`src/rtl/axi_memory_slave_pkg.sv`:
```
// rtl/axi_memory_slave_pkg.sv - response codes and FSM state types for axi_memory_slave
package axi_memory_slave_pkg;

  localparam logic [1:0] RESP_OKAY   = 2'b00;
  localparam logic [1:0] RESP_SLVERR = 2'b10;

  typedef enum logic [1:0] {W_IDLE, W_DATA, W_RESP} w_state_t;
  typedef enum logic {R_IDLE, R_DATA} r_state_t;

endpackage

```
`src/rtl/axi_mem_array.sv`:
```
// rtl/axi_mem_array.sv - word storage: synchronous write, asynchronous read, asynchronous clear
module axi_mem_array #(
  parameter int DATA_WIDTH = 32,
  parameter int MEM_SIZE   = 32,
  parameter int IDX_W      = 5
) (
  input  logic                  clk,
  input  logic                  rst_n,
  input  logic                  we,
  input  logic [IDX_W-1:0]      waddr,
  input  logic [DATA_WIDTH-1:0] wdata,
  input  logic [IDX_W-1:0]      raddr,
  output logic [DATA_WIDTH-1:0] rdata
);

  logic [DATA_WIDTH-1:0] mem [MEM_SIZE];

  always_ff @(posedge clk or negedge rst_n) begin
    if (!rst_n) begin
      for (int i = 0; i < MEM_SIZE; i++) mem[i] <= '0;
    end else if (we) begin
      mem[waddr] <= wdata;
    end
  end

  // Read before write: a same-cycle write is visible from the next cycle.
  assign rdata = mem[raddr];

endmodule

```
`src/rtl/axi_memory_slave.sv`:
```
// rtl/axi_memory_slave.sv - word-addressed INCR burst memory slave with independent write/read FSMs
// Optional AXI_MEM_BOUNDS_CHECK_EN: out-of-range beats are dropped, read as 0 and fail the write response.
module axi_memory_slave
  import axi_memory_slave_pkg::*;
#(
  parameter int ADDR_WIDTH = 32,
  parameter int DATA_WIDTH = 32,
  parameter int ID_WIDTH   = 4,
  parameter int MEM_SIZE   = 32
) (
  input  logic                  clk,
  input  logic                  rst_n,
  input  logic [ADDR_WIDTH-1:0] awaddr,
  input  logic [7:0]            awlen,
  input  logic                  awvalid,
  output logic                  awready,
  input  logic [DATA_WIDTH-1:0] wdata,
  input  logic                  wlast,
  input  logic                  wvalid,
  output logic                  wready,
  output logic [1:0]            bresp,
  output logic                  bvalid,
  input  logic                  bready,
  input  logic [ADDR_WIDTH-1:0] araddr,
  input  logic [7:0]            arlen,
  input  logic                  arvalid,
  output logic                  arready,
  output logic [DATA_WIDTH-1:0] rdata,
  output logic                  rlast,
  output logic                  rvalid,
  input  logic                  rready
);

  localparam int IDX_W = (MEM_SIZE > 1) ? $clog2(MEM_SIZE) : 1;
  localparam logic [ADDR_WIDTH-1:0] DEPTH = ADDR_WIDTH'(MEM_SIZE);

  w_state_t              w_state;
  r_state_t              r_state;
  logic [ADDR_WIDTH-1:0] w_addr, r_addr;
  logic [7:0]            w_len, w_cnt, r_len, r_cnt;
  logic                  w_err, w_ok_beat, r_ok_beat, w_done, mem_we;
  logic [IDX_W-1:0]      w_idx, r_idx;
  logic [DATA_WIDTH-1:0] mem_rdata;
  logic [ID_WIDTH-1:0]   unused_id;

  assign unused_id = '0;
  assign w_idx     = IDX_W'(w_addr % DEPTH);
  assign r_idx     = IDX_W'(r_addr % DEPTH);

`ifdef AXI_MEM_BOUNDS_CHECK_EN
  assign w_ok_beat = (w_addr < DEPTH);
  assign r_ok_beat = (r_addr < DEPTH);
`else
  assign w_ok_beat = 1'b1;
  assign r_ok_beat = 1'b1;
`endif

  // A burst ends on the counted last beat or on an early wlast, whichever comes first.
  assign w_done = (w_cnt == w_len) || wlast;
  assign mem_we = (w_state == W_DATA) && wvalid && w_ok_beat;
  assign rdata  = (rvalid && r_ok_beat) ? mem_rdata : '0;

  axi_mem_array #(
    .DATA_WIDTH(DATA_WIDTH),
    .MEM_SIZE  (MEM_SIZE),
    .IDX_W     (IDX_W)
  ) u_array (
    .clk  (clk),
    .rst_n(rst_n),
    .we   (mem_we),
    .waddr(w_idx),
    .wdata(wdata),
    .raddr(r_idx),
    .rdata(mem_rdata)
  );

  always_ff @(posedge clk or negedge rst_n) begin
    if (!rst_n) begin
      w_state <= W_IDLE;
      w_addr  <= '0;
      w_len   <= '0;
      w_cnt   <= '0;
      w_err   <= 1'b0;
      awready <= 1'b1;
      wready  <= 1'b0;
      bvalid  <= 1'b0;
      bresp   <= RESP_OKAY;
    end else begin
      case (w_state)
        W_IDLE: if (awvalid) begin
          w_addr  <= awaddr;
          w_len   <= awlen;
          w_cnt   <= '0;
          w_err   <= 1'b0;
          awready <= 1'b0;
          wready  <= 1'b1;
          w_state <= W_DATA;
        end
        W_DATA: if (wvalid) begin
          w_addr <= w_addr + ADDR_WIDTH'(1);
          w_cnt  <= w_cnt + 8'd1;
          w_err  <= w_err | ~w_ok_beat;
          if (w_done) begin
            wready  <= 1'b0;
            bvalid  <= 1'b1;
            bresp   <= ((w_cnt == w_len) && wlast && !w_err && w_ok_beat) ? RESP_OKAY : RESP_SLVERR;
            w_state <= W_RESP;
          end
        end
        W_RESP: if (bready) begin
          bvalid  <= 1'b0;
          bresp   <= RESP_OKAY;
          awready <= 1'b1;
          w_state <= W_IDLE;
        end
        default: w_state <= W_IDLE;
      endcase
    end
  end

  always_ff @(posedge clk or negedge rst_n) begin
    if (!rst_n) begin
      r_state <= R_IDLE;
      r_addr  <= '0;
      r_len   <= '0;
      r_cnt   <= '0;
      arready <= 1'b1;
      rvalid  <= 1'b0;
      rlast   <= 1'b0;
    end else begin
      case (r_state)
        R_IDLE: if (arvalid) begin
          r_addr  <= araddr;
          r_len   <= arlen;
          r_cnt   <= '0;
          arready <= 1'b0;
          rvalid  <= 1'b1;
          rlast   <= (arlen == 8'd0);
          r_state <= R_DATA;
        end
        R_DATA: if (rready) begin
          if (rlast) begin
            rvalid  <= 1'b0;
            rlast   <= 1'b0;
            arready <= 1'b1;
            r_state <= R_IDLE;
          end else begin
            r_addr <= r_addr + ADDR_WIDTH'(1);
            r_cnt  <= r_cnt + 8'd1;
            rlast  <= ((r_cnt + 8'd1) == r_len);
          end
        end
        default: r_state <= R_IDLE;
      endcase
    end
  end

endmodule

```
`config.mk`:
```
export PLATFORM = sky130hd
export DESIGN_NAME = axi_memory_slave
export DESIGN_NICKNAME = d
export VERILOG_FILES = /design/src/rtl/axi_memory_slave_pkg.sv /design/src/rtl/axi_mem_array.sv /design/src/rtl/axi_memory_slave.sv
export SDC_FILE = /design/constraint.sdc
export NUM_CORES = 2
export LEC_CHECK = 0
export ABC_AREA = 1
export BUFFER_PORTS_ARGS = -buffer_cell sky130_fd_sc_hd__buf_2
export CAP_MARGIN = 20
export CORE_MARGIN = 5
export CORE_UTILIZATION = 60
export CTS_CLUSTER_DIAMETER = 200
export DETAILED_ROUTE_END_ITERATION = 12
export PLACE_DENSITY = 0.77
export SYNTH_ARGS = -nofsm -noshare
export SYNTH_HDL_FRONTEND = slang
export SYNTH_HIERARCHICAL = 1
export SYNTH_SLANG_ARGS = --single-unit
export TNS_END_PERCENT = 10
```
`constraint.sdc`:
```
create_clock -name clk -period 4 [get_ports clk]
set_clock_uncertainty 0.1 [all_clocks]
set_input_delay 0.6 -clock clk [delete_from_list [all_inputs] [get_ports clk]]
set_output_delay 0.6 -clock clk [all_outputs]
set_load 0.02 [all_outputs]
```
==> results.md <==
* Outcome: finished, final reports clean
* # DRC at 0
* Num Clock Sinks at 1076
* Crit Path Max Fanout at 130
* H-Tree Depth at 3
* Core area at approximately 82000 um2
* Area grow syn2layout at 10.1%
* Ys async rst share at 100%
* FF-to-FF setup slack at 1.01 ns
* CTS root buf: clkbuf_16
* Post-Synthesis Cells at 6285
* Vias at ~43000
* Slowest CP cell: dfrtp_4
* Vias in the first global route at 41300
* Worst path required time at 3.30 ns
* Post-synth cell types at 42
* HPWL after detailed placement at 77.5 mm
* Pin count of the biggest net entering global routing at roughly 140
* FF-to-FF End: u_array/mem[778]
* Layout Cells excl Fill at 7253
* Post-layout minimum cycle time at 3.89 ns
* Sequential-to-total area share from yosys stat at 54.5%
* All-layer global routing usage at 32.8%
* CP max stage delay at 0.65 ns
* CP cell instances: buf_16, nand2_1, nand3_1, nand3_1, nand2_1, nand2_1, nand2_1, nand2_1, nand2_1, nand2_1, inv_1, buf_2
* Maxcap violations at 0
* Number of flops mapped to enable cells by yosys at 0
* Die span in x at 297 um
* Worst r2r path cells at 9
* Die Area at 88300 um2
* Router iterations before antenna repair at 8
* Register bit total from synthesis at 1076
* Synthesized area at 49400 um2
* Post-layout net count at 6220
* CP Class: flip-flop to primary output
* Fmax at 257 MHz
* Total wire length at roughly 150 mm
* Critical R2R Launch: w_state[1]
* Crit path to: rdata[31]
* Hold WC Path Type: input port to flip-flop
* Main synth FF type: dfrtp_1
* Share of layout cells above drive strength 1 at 7.60%
* Row cnt at ~110
* Commonest non-fill, non-tap cells in the layout: 2440 x nand2_1, 1068 x dfrtp_1, 815 x o21ai_0, 788 x nand3_1, 188 x nor2_1
* WL/cell at 20.3 um
* Initial core utilization at 60.4%
* GR Overflow Total at 0
* Cells after DPL at about 7000
* I/O Pins at 160
* Most used cell, CP: nand2_1
* Port Buf Inserts at 104
* Crit path DAT at about 3.2 ns
* Diode count at 0
* Commonest non-fill, non-tap cell in the layout: nand2_1
* Global-route wire length before repair at around 230 mm
* Maximum root-to-sink buffer count at 3
* Slew @ Worst Pin at 1.06 ns
* Final period util at 97.4%
* Worst VDD drop at around 650 uV
* Clock slew at reported path FFs at 0.06 ns
* Synth Area per Inst at between 7 and 8 um2
* Vias per cell at 5.96
* Rel. slew slack at a little under 30%
* Ys Warns at 6
* Final hold vios at 0
* Final setup viols at 0
* Clock latency on the worst-skew pair at roughly 0.67 ns
* ANT nets after route at 0
* Routability cong. at 0.810
* Initial antenna violation count at 2
* Setup crit start: r_addr[0]
* Final Util at 66.5%
* Post-CTS Setup Bufs at 0
* CP startpoint kind: flip-flop
* DRT iter0 DRCs at 4954
* CTS tree: built
* Power density over the cells at a little over 800 nW/um2
* Post-synth net total at roughly 6400
* Die height at roughly 300 um
* Leak at 26.2 nW
* Nature of the critical path endpoint: primary output
* Slew Viols, Final at 0
* Total CTS buffers at ~110
==> logic make-up (layout without fill, tap and decap cells) <==
group           Yosys count  after routing  synth area share [%]
xor+xnor                 15             15                 0.266
compound gates         1070           1070                  10.9
flops                  1076           1076                  54.5
other cells               1              1               0.00758
fa+ha+maj                 4              4                 0.101
mux                       3              3                0.0658
buf+inv                 636            534                  5.14
simple gates           3480           3480                  29.1
==> metal layers <==
metal / vias up / part of all wire [%] / track usage [%]
met5: - / 0.020 / 0
met4: 4 / 4.9 / 14.5
met3: 371 / 9.0 / 4.52
met2: 2098 / 46 / 52.6
met1: 20800 / 40 / 45.1
li1: 20000 / - / -
==> repair_timing <==
action | in CTS | in global routing
hold buffers | 3 | 0
hold endpoints to repair | 44 | 0
endpoints found under the setup margin | 0 | 9
gates resized for setup | 0 | 5
==> where the power goes <==
part	switching [mW]	leakage [nW]	internal [mW]
clock network	4.28	1.80	6.05
logic	10.8	10.1	5.53
registers	2.41	14.3	14.9
==> Yosys cell counts, types with 3 or more instances <==
master    count  area, um2
nand3_1     788       3940
nand2_2      17        106
ha_1          4       50.1
buf_2        83        415
inv_1       101        379
o211ai_1      4       30.0
a31oi_1       3       18.8
a21oi_1     172        861
nor2_8        6        120
dfrtp_1    1074      26900
xnor2_1       9       78.8
clkbuf_1    384       1440
xor2_1        6       52.6
buf_4        13       97.6
nor3_2        8       80.1
nor3_4        4       65.1
buf_1        36        135
nor2_1      188        706
o21ai_0     815       4080
inv_2        17       63.8
o22ai_1       6       37.5
nand2_1    2453       9210
o21ai_1      66        330
==> how the worst min path moves through the flow <==
stage,start,to,slack (ns),cells after the start
after floorplan,rst_n,bresp[1],0.20,0
after global placement,wready,wready,0.35,2
after detailed placement,bresp[1],bresp[1],0.36,2
after CTS,awlen[6],w_len[6],0.003,3
after global routing,awlen[2],w_len[2],0.03,3
final,awlen[2],w_len[2],0.02,3
==> stage by stage <==
step	total power, mW	setup TNS, ns	setup slack (ns)	hold slack (ns)	area (um2)
floorplan	28.3	0	1.57	0.204	49400
global placement	32.9	0	0.775	0.352	50700
detailed placement	33.5	0	0.777	0.356	50700
CTS	43.9	0	0.0247	0.00334	54400
global route	47.0	-0.00657	-0.00657	0.0287	54400
finish	44.0	0	0.105	0.0230	54400
==> sequential cells by signal (all words and copies together), names as in the netlist <==
register and cells:
w_cnt 8, w_state 2, u_array/mem 1024, awready 1, r_cnt 8, wready 1
rlast 1, w_addr 5, bresp 1, r_len 8, bvalid 1, r_addr 5
r_state 1, arready 1, rvalid 1, w_len 8
==> worst max-delay path, delay by kind of cell, from the launching register on <==
family / cells / cell delay, ns
buf+inv: 3 / 0.90
simple gates: 9 / 0.82
flops: 1 / 0.65
==> area by class of cell <==
class,instances,area (um2)
fillers,6768,27400
flip-flops and latches,1076,26900
inverters,120,483
repair buffers,214,1970
well taps,1070,1340
multi-input cells,4573,20000
clock buffers,174,3400
clock inverters,26,255
Note: power is estimated with default switching activity, not from simulation.
